`src/rtl/bus_arbiter.sv`:
```
// Round-robin bus arbiter: one grant at a time, bounded hold, one dead cycle between owners.
// Define BUS_ARB_FIXED_PRIO_EN to replace round-robin with fixed lowest-index-wins priority.
module bus_arbiter #(
  parameter int N_SRC    = 32,
  parameter int CODE_W   = 5,
  parameter int MAX_HOLD = 4
) (
  input  logic              clock,
  input  logic              clear,
  input  logic [N_SRC-1:0]  req,
  input  logic              done,
  output logic              grant_valid,
  output logic [N_SRC-1:0]  grant_onehot,
  output logic [CODE_W-1:0] grant_code,
  output logic              busy,
  output logic              timeout
);

  localparam logic [1:0] S_IDLE  = 2'd0;
  localparam logic [1:0] S_GRANT = 2'd1;
  localparam logic [1:0] S_GAP   = 2'd2;

  localparam logic [3:0] HOLD_LAST = 4'(MAX_HOLD - 1);

  logic [1:0]        r_state;
  logic [CODE_W-1:0] r_owner;
  logic [3:0]        r_hold_cnt;
  logic              r_grant_valid;
  logic [N_SRC-1:0]  r_grant_onehot;
  logic [CODE_W-1:0] r_grant_code;
  logic              r_busy;
  logic              r_timeout;

  logic [CODE_W-1:0] w_base;
  logic [CODE_W-1:0] w_idx;
  logic [CODE_W-1:0] w_win;
  logic              w_found;
  logic [1:0]        w_state_nxt;
  logic [CODE_W-1:0] w_owner_nxt;
  logic [3:0]        w_hold_nxt;
  logic              w_take;
  logic              w_timeout_nxt;
  logic              w_valid_nxt;
  logic [N_SRC-1:0]  w_onehot_nxt;

`ifdef BUS_ARB_FIXED_PRIO_EN
  assign w_base = '0;
`else
  logic [CODE_W-1:0] r_rr_ptr;

  assign w_base = r_rr_ptr;

  always_ff @(posedge clock or posedge clear) begin
    if (clear) begin
      r_rr_ptr <= '0;
    end else if (w_take) begin
      r_rr_ptr <= w_win + CODE_W'(1);
    end
  end
`endif

  // Search upward from w_base, wrapping naturally through the CODE_W-bit index.
  always_comb begin
    // NOTE: every combinational output gets a default before any branch, so no latch is inferred.
    w_found = 1'b0;
    w_win   = '0;
    w_idx   = '0;
    for (int i = 0; i < N_SRC; i++) begin
      w_idx = w_base + CODE_W'(i);
      if (!w_found && req[w_idx]) begin
        w_found = 1'b1;
        w_win   = w_idx;
      end
    end
  end

  always_comb begin
    w_state_nxt   = r_state;
    w_owner_nxt   = r_owner;
    w_hold_nxt    = r_hold_cnt;
    w_take        = 1'b0;
    w_timeout_nxt = 1'b0;
    case (r_state)
      S_IDLE: begin
        if (w_found) begin
          w_state_nxt = S_GRANT;
          w_take      = 1'b1;
        end
      end
      S_GRANT: begin
        // done outranks expiry, so a coincident done never raises timeout.
        if (done || !req[r_owner]) begin
          w_state_nxt = S_GAP;
        end else if (r_hold_cnt == HOLD_LAST) begin
          w_state_nxt   = S_GAP;
          w_timeout_nxt = 1'b1;
        end else begin
          w_hold_nxt = r_hold_cnt + 4'd1;
        end
      end
      S_GAP: begin
        if (w_found) begin
          w_state_nxt = S_GRANT;
          w_take      = 1'b1;
        end else begin
          w_state_nxt = S_IDLE;
        end
      end
      default: w_state_nxt = S_IDLE;
    endcase
    if (w_take) begin
      w_owner_nxt = w_win;
      w_hold_nxt  = 4'd0;
    end
  end

  assign w_valid_nxt  = (w_state_nxt == S_GRANT);
  assign w_onehot_nxt = w_valid_nxt ? ({{(N_SRC-1){1'b0}}, 1'b1} << w_owner_nxt) : '0;

  // Outputs are registered from next-state values so the bus sees no req->grant glitch path.
  always_ff @(posedge clock or posedge clear) begin
    if (clear) begin
      r_state        <= S_IDLE;
      r_owner        <= '0;
      r_hold_cnt     <= 4'd0;
      r_grant_valid  <= 1'b0;
      r_grant_onehot <= '0;
      r_grant_code   <= '0;
      r_busy         <= 1'b0;
      r_timeout      <= 1'b0;
    end else begin
      // NOTE: state registers use non-blocking assignment so all flops update from pre-edge values.
      r_state        <= w_state_nxt;
      r_owner        <= w_owner_nxt;
      r_hold_cnt     <= w_hold_nxt;
      r_grant_valid  <= w_valid_nxt;
      r_grant_onehot <= w_onehot_nxt;
      r_grant_code   <= w_valid_nxt ? w_owner_nxt : '0;
      r_busy         <= (w_state_nxt != S_IDLE);
      r_timeout      <= w_timeout_nxt;
    end
  end

  assign grant_valid  = r_grant_valid;
  assign grant_onehot = r_grant_onehot;
  assign grant_code   = r_grant_code;
  assign busy         = r_busy;
  assign timeout      = r_timeout;

endmodule

```
`config.mk`:
```
export PLATFORM = sky130hd
export DESIGN_NAME = bus_arbiter
export DESIGN_NICKNAME = d
export VERILOG_FILES = /design/src/rtl/bus_arbiter.sv
export SDC_FILE = /design/constraint.sdc
export NUM_CORES = 1
export LEC_CHECK = 0
export CAP_MARGIN = 0
export CORE_AREA = 2 2 160 162
export CTS_CLUSTER_DIAMETER = 200
export DETAILED_ROUTE_END_ITERATION = 16
export DIE_AREA = 0 0 162 164
export PLACE_DENSITY = 0.67
export SLEW_MARGIN = 30
export SYNTH_ARGS = -nofsm -noshare
export SYNTH_HDL_FRONTEND = slang
export SYNTH_SLANG_ARGS = --single-unit
```
`constraint.sdc`:
```
create_clock -name clock -period 5.8 [get_ports clock]
set_clock_uncertainty 0.1 [all_clocks]
set_input_delay 1.16 -clock clock [delete_from_list [all_inputs] [get_ports clock]]
set_output_delay 1.16 -clock clock [all_outputs]
set_load 0.02 [all_outputs]
```
# Word level (Yosys, flattened, before mapping)
# Index checks and enable logic that the tools add are counted.
# totals
out_inout_bits,40
word_cells,298
inputBits,35
ff_bits,56
# op_classes
n_addsub,33
shift,1
n_mux,147
eq_ne,6
magnitude_cmp,33
reduce_logical,69
# op_table
cell,count
5-bit by 6-bit less-than comparator with 1-bit output (second input constant),33
5-bit two-way mux,34
1-bit binary-select mux with 5-bit select,33
5-bit adder (second input constant),16
1-bit two-way mux,71
5-bit by 4-bit adder with 5-bit output (second input constant),8
1-bit zero test,32
32-bit two-way mux,1
1-bit by 5-bit left shift with 32-bit output (first input constant),1
1-bit logical AND,31
5-bit by 3-bit adder with 5-bit output (second input constant),4
4-bit two-way mux,4
5-bit by 1-bit adder with 5-bit output (second input constant),2
5-bit by 2-bit adder with 5-bit output (second input constant),2
2-bit two-way mux,3
2-bit case mux with 3 select lines,1
4-bit by 1-bit adder with 4-bit output (second input constant),1
2-bit by 1-bit == test with 1-bit output (second input constant),2
4-bit by 2-bit == test with 1-bit output (second input constant),1
2-bit != test (second input constant),2
2-bit nonzero test,2
3-bit AND reduction,1
2-bit == test (second input constant),1
2-bit zero test,1
other kinds (2),2

# Logic depth before layout (Yosys ltp)
# logic_depth
depth_word,101
ltp_mapped,25
mapped_depth_nobuf,16

# Worst setup path after synthesis
# Ideal clock, no wire load.
# synth_timing
kind,flip-flop to flip-flop
startpoint,register r_rr_ptr[1]
endpoint,register r_grant_onehot[27] (netlist: grant_onehot[27])
stages_incl_launch_ff,22
required_time_ns,5.605
path_slack_ns,-0.263
synth_period_minus_slack_ns,6.063
arrival_time_ns,5.869
path_cell_list,dfrtp_1 buf_4 buf_2 buf_2 buf_6 clkinv_1 ha_1 buf_6 buf_12 mux4_2 mux2_2 mux2_4 mux2_4 or2_4 or4_4 or3_4 or4_1 o221ai_2 or2_4 mux2i_4 buf_6 nor4_4
# synth_via
elab_chain_len,101
elab_cells_between_ends,230
classes_between,31 x add/sub; 1 x eq/ne; 1 x shift; 135 x mux; 62 x reduce/logical
# synth_rtl
item,line,rtl
start: declaration,49,logic [CODE_W-1:0] r_rr_ptr;
start signal: assignment,57,r_rr_ptr <= w_win + CODE_W'(1);
branches (longest 100 deep; another with 5-bit by 1-bit adder with 5-bit output),-,
32-bit two-way mux *,118,"assign w_onehot_nxt = w_valid_nxt ? ({{(N_SRC-1){1'b0}}, 1'b1} << w_owner_nxt) : '0;"
net w_onehot_nxt[27],44,logic [N_SRC-1:0] w_onehot_nxt;
end signal: assignment,137,r_grant_onehot <= w_onehot_nxt;
end: declaration,29,logic [N_SRC-1:0] r_grant_onehot;
# Mark *: on every way through the listed nets, which the timed path passes. The select of a mux whose other input is x is not followed.
# A chain may end at the register's enable or synchronous reset.

# Worst setup path in the final report
# layout_timing
startpoint,input req[18]
endpoint,register r_grant_onehot[11] (netlist: grant_onehot[11])
# layout_via
elab_chain_len,101
elab_cells_between_ends,204
classes_between,1 x eq/ne; 1 x shift; 138 x mux; 64 x reduce/logical
# layout_rtl
item,line,rtl
start: declaration,10,"input logic [N_SRC-1:0] req,"
1-bit binary-select mux with 5-bit select,70,if (!w_found && req[w_idx]) begin
1-bit two-way mux (not written as such),70,
1-bit two-way mux,70,
1-bit zero test,70,
1-bit logical AND,70,
1-bit two-way mux,70,
1-bit zero test,70,
1-bit logical AND,70,
[86 not listed],-,
1-bit logical AND,70,
1-bit two-way mux,70,
1-bit two-way mux,"85, 102",
1-bit two-way mux,-,
5-bit two-way mux,111,if (w_take) begin
1-bit by 5-bit left shift with 32-bit output,118,
32-bit two-way mux *,118,
net w_onehot_nxt[11],44,
# Mark *: on every way through the listed nets, which the timed path passes. The rest lies on a longest branch. The select of a mux whose other input is x is not followed.

==> flow_summary.toml <==
[worst_setup_path]
path_class = "input pin to register"
cp-start-kind = "input pin"
cpPeakStageDelay_ns = 0.53
cp_slowest_cell = "or4_4"
required_ns = 5.89
path_cells = "clkdlybuf4s50_1 > buf_4 > mux4_1 > mux2_2 > mux2_4 > mux2_4 > or2_4 > or4_4 > or3_4 > or4_1 > o221ai_2 > or2_4 > mux2i_4 > buf_6 > nor4_2"
reg2reg_from = "r_rr_ptr[1]"
crit_family = "simple AND/OR/NAND/NOR gates"
cp-startpoint = "req[18]"
worst-path-max-fanout = 17
path_buf_inv = 3
worstPathArrival_ns = 5.85
end_kind = "register"

[run]
cap_violations = 0

[global_routing]
grt_first_pass_wirelength_mm = 63.7
antenna_found_initial = 2
grt_pass1_vias = 10400
grt_usage_pct = 31.8
grt.overflow.total = 0
grt_max_degree = 57

[worst_hold_path]
min_from = "r_rr_ptr[2]"
hold_class = "register to register"

[final_layout]
fin_util_pct = 52.0
num-fill-cells = 2328
layout-drive-gt1-share_pct = 36.3
final_area_um2 = 12900
area_delta_synth_final_pct = 32.5
nets = 1377

[die]
num_io_pins = 75
die_h_um = 164
row_count = 58
core_um2 = 24800
start_util_pct = 39.3
fp.dieArea_um2 = 26600
die_x_um = 162

[timing]
worst_pin_slew_ns = 0.902
finalSetupViolCount = 0
finalHoldViolations = 0
rsz0062_at_grt = "yes"
fin_crit_sh_pct = 99.3
relSlewSlack_pct = 39.4
max_freq_mhz = 174
period_minus_slack_ns = 5.76
slew_violations = 0
worst_slack_ns = 0.0429

[synth]
ys_seq_area_share_pct = 14.4
yosysWarnings = 0
synth-edff-count = 0
synth_top_area_share_pct = 20.3
ys.flop_type = "dfrtp_1"
synth-seq-cells = 56
synth_top_area_cell = "mux4_2"
synth_cell_types = 96
syn_area_per_cell_um2 = 9.31
synthCells = 1047
async_flop_share_pct = 100
synth.area.top_cells = "mux4_2, dfrtp_1, mux2i_1, mux2_2, nand2_1"
syn-num-nets = 1096
syn_area_um2 = 9740

[place]
port_buffers = 74
detailedPlacementHpwl_mm = 34.6
preCtsSetupSlack_ns = -0.292
post_dp_cell_area_um2 = 12600
gp_congestion = 1.06

[clocking]
clock-sinks = 56
insertion_delay_ns = 0.29
htreeDepth = 2
cts_tree = "yes"
clk_path_buf_depth = 2
numCtsBuffers = 5
clock-root-buffer = "clkbuf_16"
path_clk_slew_ns = 0.07

[run_status]
status = "complete, no violations"

[drt]
ant_nets = 0
wirelength_mm = 43.1
viasPerCell = 6.59
via_count = 10900
drt-pass1-iter-count = 6
drc = 0
drt_iter0_markers = 1352
routedWlPerCell_um = 25.9
-- per-layer routing --
layer	GRT usage [%]	vias up	wire length, µm
met5	0	-	13
met3	4.95	163	4390
met2	50.7	740	19300
met1	41.8	5305	16500
li1	-	4724	-
met4	17.1	2	2880
-- state kept, by name (all words and copies together) (netlist names) --
signal and count:
busy 1, grant_code 5, grant_onehot 32, grant_valid 1, r_hold_cnt 4, r_owner 5, r_rr_ptr 5, r_state 2
timeout 1
-- final timing paths --
kind                       slack [ns]          endpoint  depth (start not counted)
hold reg to reg                  0.44       r_rr_ptr[2]                          2
hold / removal                   0.44       r_rr_ptr[2]                          2
setup reg to reg                 0.15  grant_onehot[11]                         15
setup / recovery                 0.04  grant_onehot[11]                         15
min in group asynchronous        1.22     r_hold_cnt[3]                          2
max in group asynchronous        3.88       r_rr_ptr[1]                          2
-- stage by stage --
step | cells | hold slack, ns | TNS [ns]
floorplan | 1047 | 0.402 | 0
global placement | 1650 | 0.420 | -4.85
detailed placement | 1650 | 0.424 | -6.36
CTS | 1658 | 0.436 | 0
global route | 1659 | 0.477 | -0.697
finish | 1660 | 0.438 | 0
-- tightest hold or removal path: stages (launching register included) --
cell and delay [ns]:
dfrtp_1 0.39, nand2_1 0.06, o21ai_0 0.06
-- synth_stat cells, drive strengths merged, types with 4 or more instances --
library cell,number
inv,23
buf,49
a211oi,14
mux2i,115
a2111oi,4
and3,11
a21o,8
a21boi,8
or2,7
dfrtp,56
nand3,19
o21ai,48
clkbuf,28
a221oi,4
mux2,46
a31oi,9
ha,14
o22ai,10
a22oi,13
a21oi,40
nand2b,8
nor2b,8
a32o,4
o211ai,14
o32ai,5
mux4,93
nor2,80
o31ai,5
xnor2,26
a221o,6
a31o,4
nand2,86
nand4,13
or3,11
nor3,41
and4,6
xor2,5
and2,15
nor4,29
-- cells in the final DEF (no fill, tap or decap), types with 8 or more instances in the layout --
cell	synthesis	routed
clkdlybuf4s50_1	0	72
nand2b_1	8	8
a31oi_1	9	9
or3_1	10	10
buf_4	9	272
and3_1	11	11
a211oi_1	14	12
o21ai_0	44	43
nand4_1	13	13
mux4_2	88	88
nor2_1	80	80
nand2_1	84	83
nor2b_1	8	8
o22ai_1	10	10
xnor2_1	24	22
inv_1	19	18
dfrtp_1	56	54
ha_1	14	14
o211ai_1	14	14
a22oi_1	13	13
nor4_1	26	19
and2_1	15	15
nand3_1	19	19
nor3_1	38	35
a21oi_1	40	40
a21o_1	8	8
mux2_2	43	43
mux2i_1	114	109
-- kinds of logic (layout without fill, tap and decap cells) --
logic type | after synthesis | in the layout | share of synthesized area [%]
AND/OR/NAND/NOR | 348 | 348 | 18.5
flip-flops | 56 | 56 | 14.4
adder cells (fa/ha/maj) | 14 | 14 | 1.80
other | 0 | 1 | 0
AO/OA/AOI/OAI | 241 | 241 | 17.5
buffers and inverters | 103 | 385 | 5.69
XOR/XNOR | 31 | 31 | 3.06
multiplexers | 254 | 254 | 39.0
-- layout make-up --
class | instances | area [µm²] | area share (%)
Sequential cell | 56 | 1410 | 10.9
Timing Repair Buffer | 352 | 2900 | 22.4
Antenna cell | 1 | 2.50 | 0.0194
Clock buffer | 7 | 143 | 1.10
Tap cell | 330 | 413 | 3.20
Multi-Input combinational cell | 888 | 7940 | 61.5
Inverter | 25 | 103 | 0.794
Clock inverter | 1 | 8.76 | 0.0678
-- what timing repair did --
| action | in CTS | in global routing |
|---|---|---|
| setup endpoints to repair | 1 | 37 |
| buffers inserted | 0 | 1 |
| pin swaps | 0 | 4 |
| gates resized for setup | 2 | 28 |
| hold buffers | 0 | 0 |
Power is left out: the tool's default activity adds up to more than one toggle a clock period on the data nets, which glitch-free logic cannot reach.
